$ cat src/rtl/fifo_umbral.sv
// Synchronous FIFO with registered read port, occupancy count and live-threshold
// almost-empty / almost-full flags for a flow-control FSM.
module fifo_umbral #(
    parameter int unsigned DATA_WIDTH   = 6,
    parameter int unsigned ADDR_WIDTH   = 3,
    parameter int unsigned UMBRALES_L_H = 8
) (
    input  logic                    clk,
    input  logic                    reset,
    input  logic                    push,
    input  logic                    pop,
    input  logic [DATA_WIDTH-1:0]   data_in,
    input  logic [UMBRALES_L_H-1:0] umbral_L,
    input  logic [UMBRALES_L_H-1:0] umbral_H,
    output logic [DATA_WIDTH-1:0]   data_out,
    output logic                    valid_out,
    output logic                    empty,
    output logic                    full,
    output logic                    almost_empty,
    output logic                    almost_full,
    output logic                    error,
    output logic [ADDR_WIDTH:0]     count
);

    localparam int unsigned DEPTH = 2 ** ADDR_WIDTH;
    localparam logic [ADDR_WIDTH:0] DepthCount = (ADDR_WIDTH + 1)'(DEPTH);

    logic [DATA_WIDTH-1:0]   mem_q [DEPTH];
    logic [ADDR_WIDTH-1:0]   wr_ptr_q, wr_ptr_d;
    logic [ADDR_WIDTH-1:0]   rd_ptr_q, rd_ptr_d;
    logic [ADDR_WIDTH:0]     count_q, count_d;
    logic [DATA_WIDTH-1:0]   data_q, data_d;
    logic                    valid_q, valid_d;
    logic                    error_q, error_d;
    logic                    pop_ok, push_ok;
    logic [UMBRALES_L_H-1:0] count_ext;

    always_comb begin
        // A full FIFO still accepts a push when a pop frees a slot on the same edge.
        pop_ok   = pop & ~empty;
        push_ok  = push & (~full | pop_ok);
        wr_ptr_d = wr_ptr_q;
        rd_ptr_d = rd_ptr_q;
        count_d  = count_q;
        data_d   = data_q;
        valid_d  = 1'b0;
        error_d  = error_q | (push & ~push_ok) | (pop & ~pop_ok);

        if (pop_ok) begin
            rd_ptr_d = rd_ptr_q + ADDR_WIDTH'(1);
            data_d   = mem_q[rd_ptr_q];
            valid_d  = 1'b1;
        end
        if (push_ok) begin
            wr_ptr_d = wr_ptr_q + ADDR_WIDTH'(1);
        end
        if (push_ok && !pop_ok) begin
            count_d = count_q + (ADDR_WIDTH + 1)'(1);
        end else if (pop_ok && !push_ok) begin
            count_d = count_q - (ADDR_WIDTH + 1)'(1);
        end
    end

    always_ff @(posedge clk or posedge reset) begin
        if (reset) begin
            wr_ptr_q <= '0;
            rd_ptr_q <= '0;
            count_q  <= '0;
            data_q   <= '0;
            valid_q  <= 1'b0;
            error_q  <= 1'b0;
        end else begin
            wr_ptr_q <= wr_ptr_d;
            rd_ptr_q <= rd_ptr_d;
            count_q  <= count_d;
            data_q   <= data_d;
            valid_q  <= valid_d;
            error_q  <= error_d;
        end
    end

    // Storage is never reset; a word is only read after it has been written.
    always_ff @(posedge clk) begin
        if (push_ok) begin
            mem_q[wr_ptr_q] <= data_in;
        end
    end

    assign count_ext    = UMBRALES_L_H'(count_q);
    assign empty        = (count_q == '0);
    assign full         = (count_q == DepthCount);
    assign almost_empty = (count_ext <= umbral_L);
    assign almost_full  = (count_ext >= umbral_H);
    assign data_out     = data_q;
    assign valid_out    = valid_q;
    assign error        = error_q;
    assign count        = count_q;

endmodule

$ cat config.mk
export PLATFORM = sky130hd
export DESIGN_NAME = fifo_umbral
export DESIGN_NICKNAME = d
export VERILOG_FILES = /design/src/rtl/fifo_umbral.sv
export SDC_FILE = /design/constraint.sdc
export NUM_CORES = 1
export LEC_CHECK = 0
export ABC_AREA = 1
export BUFFER_PORTS_ARGS = -buffer_cell sky130_fd_sc_hd__buf_2
export CAP_MARGIN = 5
export CELL_PAD_IN_SITES_DETAIL_PLACEMENT = 1
export CELL_PAD_IN_SITES_GLOBAL_PLACEMENT = 1
export CORE_ASPECT_RATIO = 1.2
export CORE_MARGIN = 5
export CORE_UTILIZATION = 35
export DETAILED_ROUTE_END_ITERATION = 7
export PLACE_DENSITY_LB_ADDON = 0.1
export SYNTH_ARGS = -nofsm -noshare
export SYNTH_HDL_FRONTEND = slang
export SYNTH_SLANG_ARGS = --single-unit
$ cat constraint.sdc
create_clock -name clk -period 2.9 [get_ports clk]
set_clock_uncertainty 0.1 [all_clocks]
set_input_delay 0 -clock clk [delete_from_list [all_inputs] [get_ports clk]]
set_output_delay 0 -clock clk [all_outputs]
set_load 0.03 [all_outputs]
==> results.md <==
- Area leader, netlist: edfxtp_1
- Yosys reg bits: 66
- Peak VDD IR: ~0.4 mV
- Pleak: 1.80 nW
- Total power: 3.51 mW
- Nets: 428
- Reg2Reg Launch Point: count[0]
- Fin. Hold Viols: 0
- Commonest non-fill, non-tap cell in the layout: nand2_1
- Max FO, Critical Path: 7
- Initial DRC count: 44
- Worst Path Arrival: 2.50 ns
- Post-Place Cells: 487
- Postcts setup bufs: 0
- Clk root buf: clkbuf_8
- Antenna-violating nets left: 0
- Slew Limit Fails: 0
- Die span in x: 96.9 µm
- Clk pin slew, worst setup/hold paths: 0.06 ns
- DR WL/cell: ~15 µm
- Yosys cell types: 29
- CTS H-Tree Depth: 3
- GPL Wtd Cong: between 0.7 and 0.8
- Number of antenna violations at the first check in global routing: 0
- Syn Nets: roughly 370
- Worst Setup Start Kind: flip-flop
- Setup slack after placement: 0.558 ns
- Final setup vio count: 0
- Clk Latency, worst-skew pair: 0.35 ns
- # rows: 38
- Max incr delay on CP: around 0.47 ns
- Power Density: 929 mW/mm²
- Type of the worst setup path: flip-flop to flip-flop
- Gr ovfl total: 0
- Tmin final: 2.32 ns
- WP data required: 3.08 ns
- Clk sinks: 66
- Fmax: approximately 0.43 GHz
- Crit. Startpoint: count[0]
- MaxCap Viol Count: 0
- Detailed-router iteration count before antenna repair: 4
- CP Buf/Inv Count: 2
- Crit path capture type: flip-flop
- Post-DP HPWL: 5.55 mm
- Routed via count: 2352
- Mapped Area: 0.00317 mm²
- Register area share after synthesis: 0.597
- Tcrit/Tclk final: 0.799
- Critical path's top delay family: simple AND/OR/NAND/NOR gates
- First-pass GRT wire length: 12.6 mm
- HP Class: primary input to primary output
- Vias in the first global route: 2524
- DRC Markers: 0
- Ports: 42
- RSZ-0062 raised after global routing: no
- Area contributors post-synth: edfxtp_1 45%, dfrtp_1 14%, nand2_1 12%
- Largest net degree at the start of global routing: 27
- TritonCTS Buffers: 9
- Slew @ Worst Pin: 0.844 ns
- Status: completed
- Area Overhead vs Synth: 19.3%
- Final setup TNS: 0 ns
- Post-CTS sizing: 0
- Area share of the largest cell type after synthesis: 0.455
- Most frequent cells in the layout: 102 x nand2_1, 59 x inv_1, 48 x edfxtp_1
- Yosys Warn Count: 0
- Cell count after synthesis: about 330
- Starting Density: 0.354
- CTS tree: yes
- Finished Layout Cells: 513
- Die Ht: around 110 µm
- Crit path cell chain: nor2_2, nand4_1, nand2_2, inv_2, ha_1, inv_1, ha_1, or2_2, nand2_1, nand3_1, nand2_1, nand2_1, nand2_1
- Antenna diode instance count: 0
- Worst Slack Setup Final: ~0.58 ns
- Routed Wire Length: ~7.8 mm
- Top cell by count, worst path: nand2_1
- Core area: 0.00894 mm²
- Slew margin rel.: 0.437
- Slowest cell on the critical path: dfrtp_1
- Max Root-Sink Buffers: 2
- IO Port Bufs: just over 40
- Tot GR Track Use: 0.152
- Mean Syn Cell Area: about 9.6 µm²
- Min-delay src: umbral_L[6]
- Die area: 0.0111 mm²
- Fraction of layout cells with a size suffix above 1: 0.170
- Vias per cell: roughly 4.6
[stage by stage]
stage               hold WS [ns]  area [µm²]   util
finish                     0.249        3780  0.423
global route               0.275        3780  0.423
CTS                        0.255        3780  0.423
detailed placement        0.0970        3500  0.391
global placement          0.0917        3500  0.391
floorplan                 -0.161        3170      -
[worst reg2reg max path: cells and delay by family, from the launching register on]
family / cells / cell delay [ns]
flops: 1 / 0.47
buf+inv: 2 / 0.18
simple gates: 9 / 1.03
fa+ha+maj: 2 / 0.46
[power by group]
part	total (mW)	switching [mW]	internal (mW)
clock network	0.699	0.330	0.369
registers	1.41	0.183	1.22
logic	1.41	0.940	0.465
total	3.51	1.45	2.06
[final timing paths]
kind	slack (ns)	cells after the start	to
worst max-delay path	0.58	13	count[3]
min in group asynchronous	0.26	3	data_out[5]
worst min register to register	0.38	2	data_out[0]
worst max register to register	0.58	13	count[3]
worst min-delay path	0.25	4	almost_empty
max in group asynchronous	1.91	3	count[2]
[synthesized netlist by cell type]
library cell,instances
nand2_1,102
inv_1,59
edfxtp_1,48
nand3_1,42
dfrtp_1,18
ha_1,13
nor2_1,11
buf_2,5
o21ai_0,4
a21oi_1,3
inv_2,3
nand4_1,3
buf_4,2
nor4_1,2
xnor2_1,2
a31oi_1,1
buf_1,1
buf_6,1
fa_1,1
nand2_2,1
nand2_4,1
nand3_2,1
nor2_2,1
o211ai_1,1
o21ai_2,1
o21bai_1,1
or2_2,1
or2_4,1
xor2_1,1
[sequential cells by signal, indices dropped and copies added (netlist names)]
signal / cells
rd_ptr_q: 3
error: 1
mem_q: 48
data_out: 6
valid_out: 1
wr_ptr_q: 3
count: 4
[cell type report]
| type | count | area [µm²] |
|---|---|---|
| timing repair buffer | 55 | 335 |
| sequential | 66 | 1890 |
| multi-input combinational | 194 | 988 |
| clock buffer | 12 | 165 |
| inverter | 62 | 233 |
| fill | 1093 | 5160 |
| clock inverter | 4 | 15.0 |
| tap | 120 | 150 |
[per-layer routing]
metal / routed length, µm / global-route usage / up-vias
li1: - / - / 1175
met1: 3340 / 0.165 / 1123
met2: 3930 / 0.277 / 44
met3: 317 / 0.0353 / 10
met4: 169 / 0.0730 / 0
met5: 0 / 0 / -
[kinds of logic after synthesis]
family,synth area share
compound gates,0.0205
flops,0.597
fa+ha+maj,0.0577
buf+inv,0.0908
simple gates,0.226
xor+xnor,0.00830
[repair_timing]
action	in CTS	in global routing
endpoints found under the setup margin	0	0
hold buffers	10	0
hold endpoints to repair	77	0
Note: power is estimated with default switching activity, not from simulation.
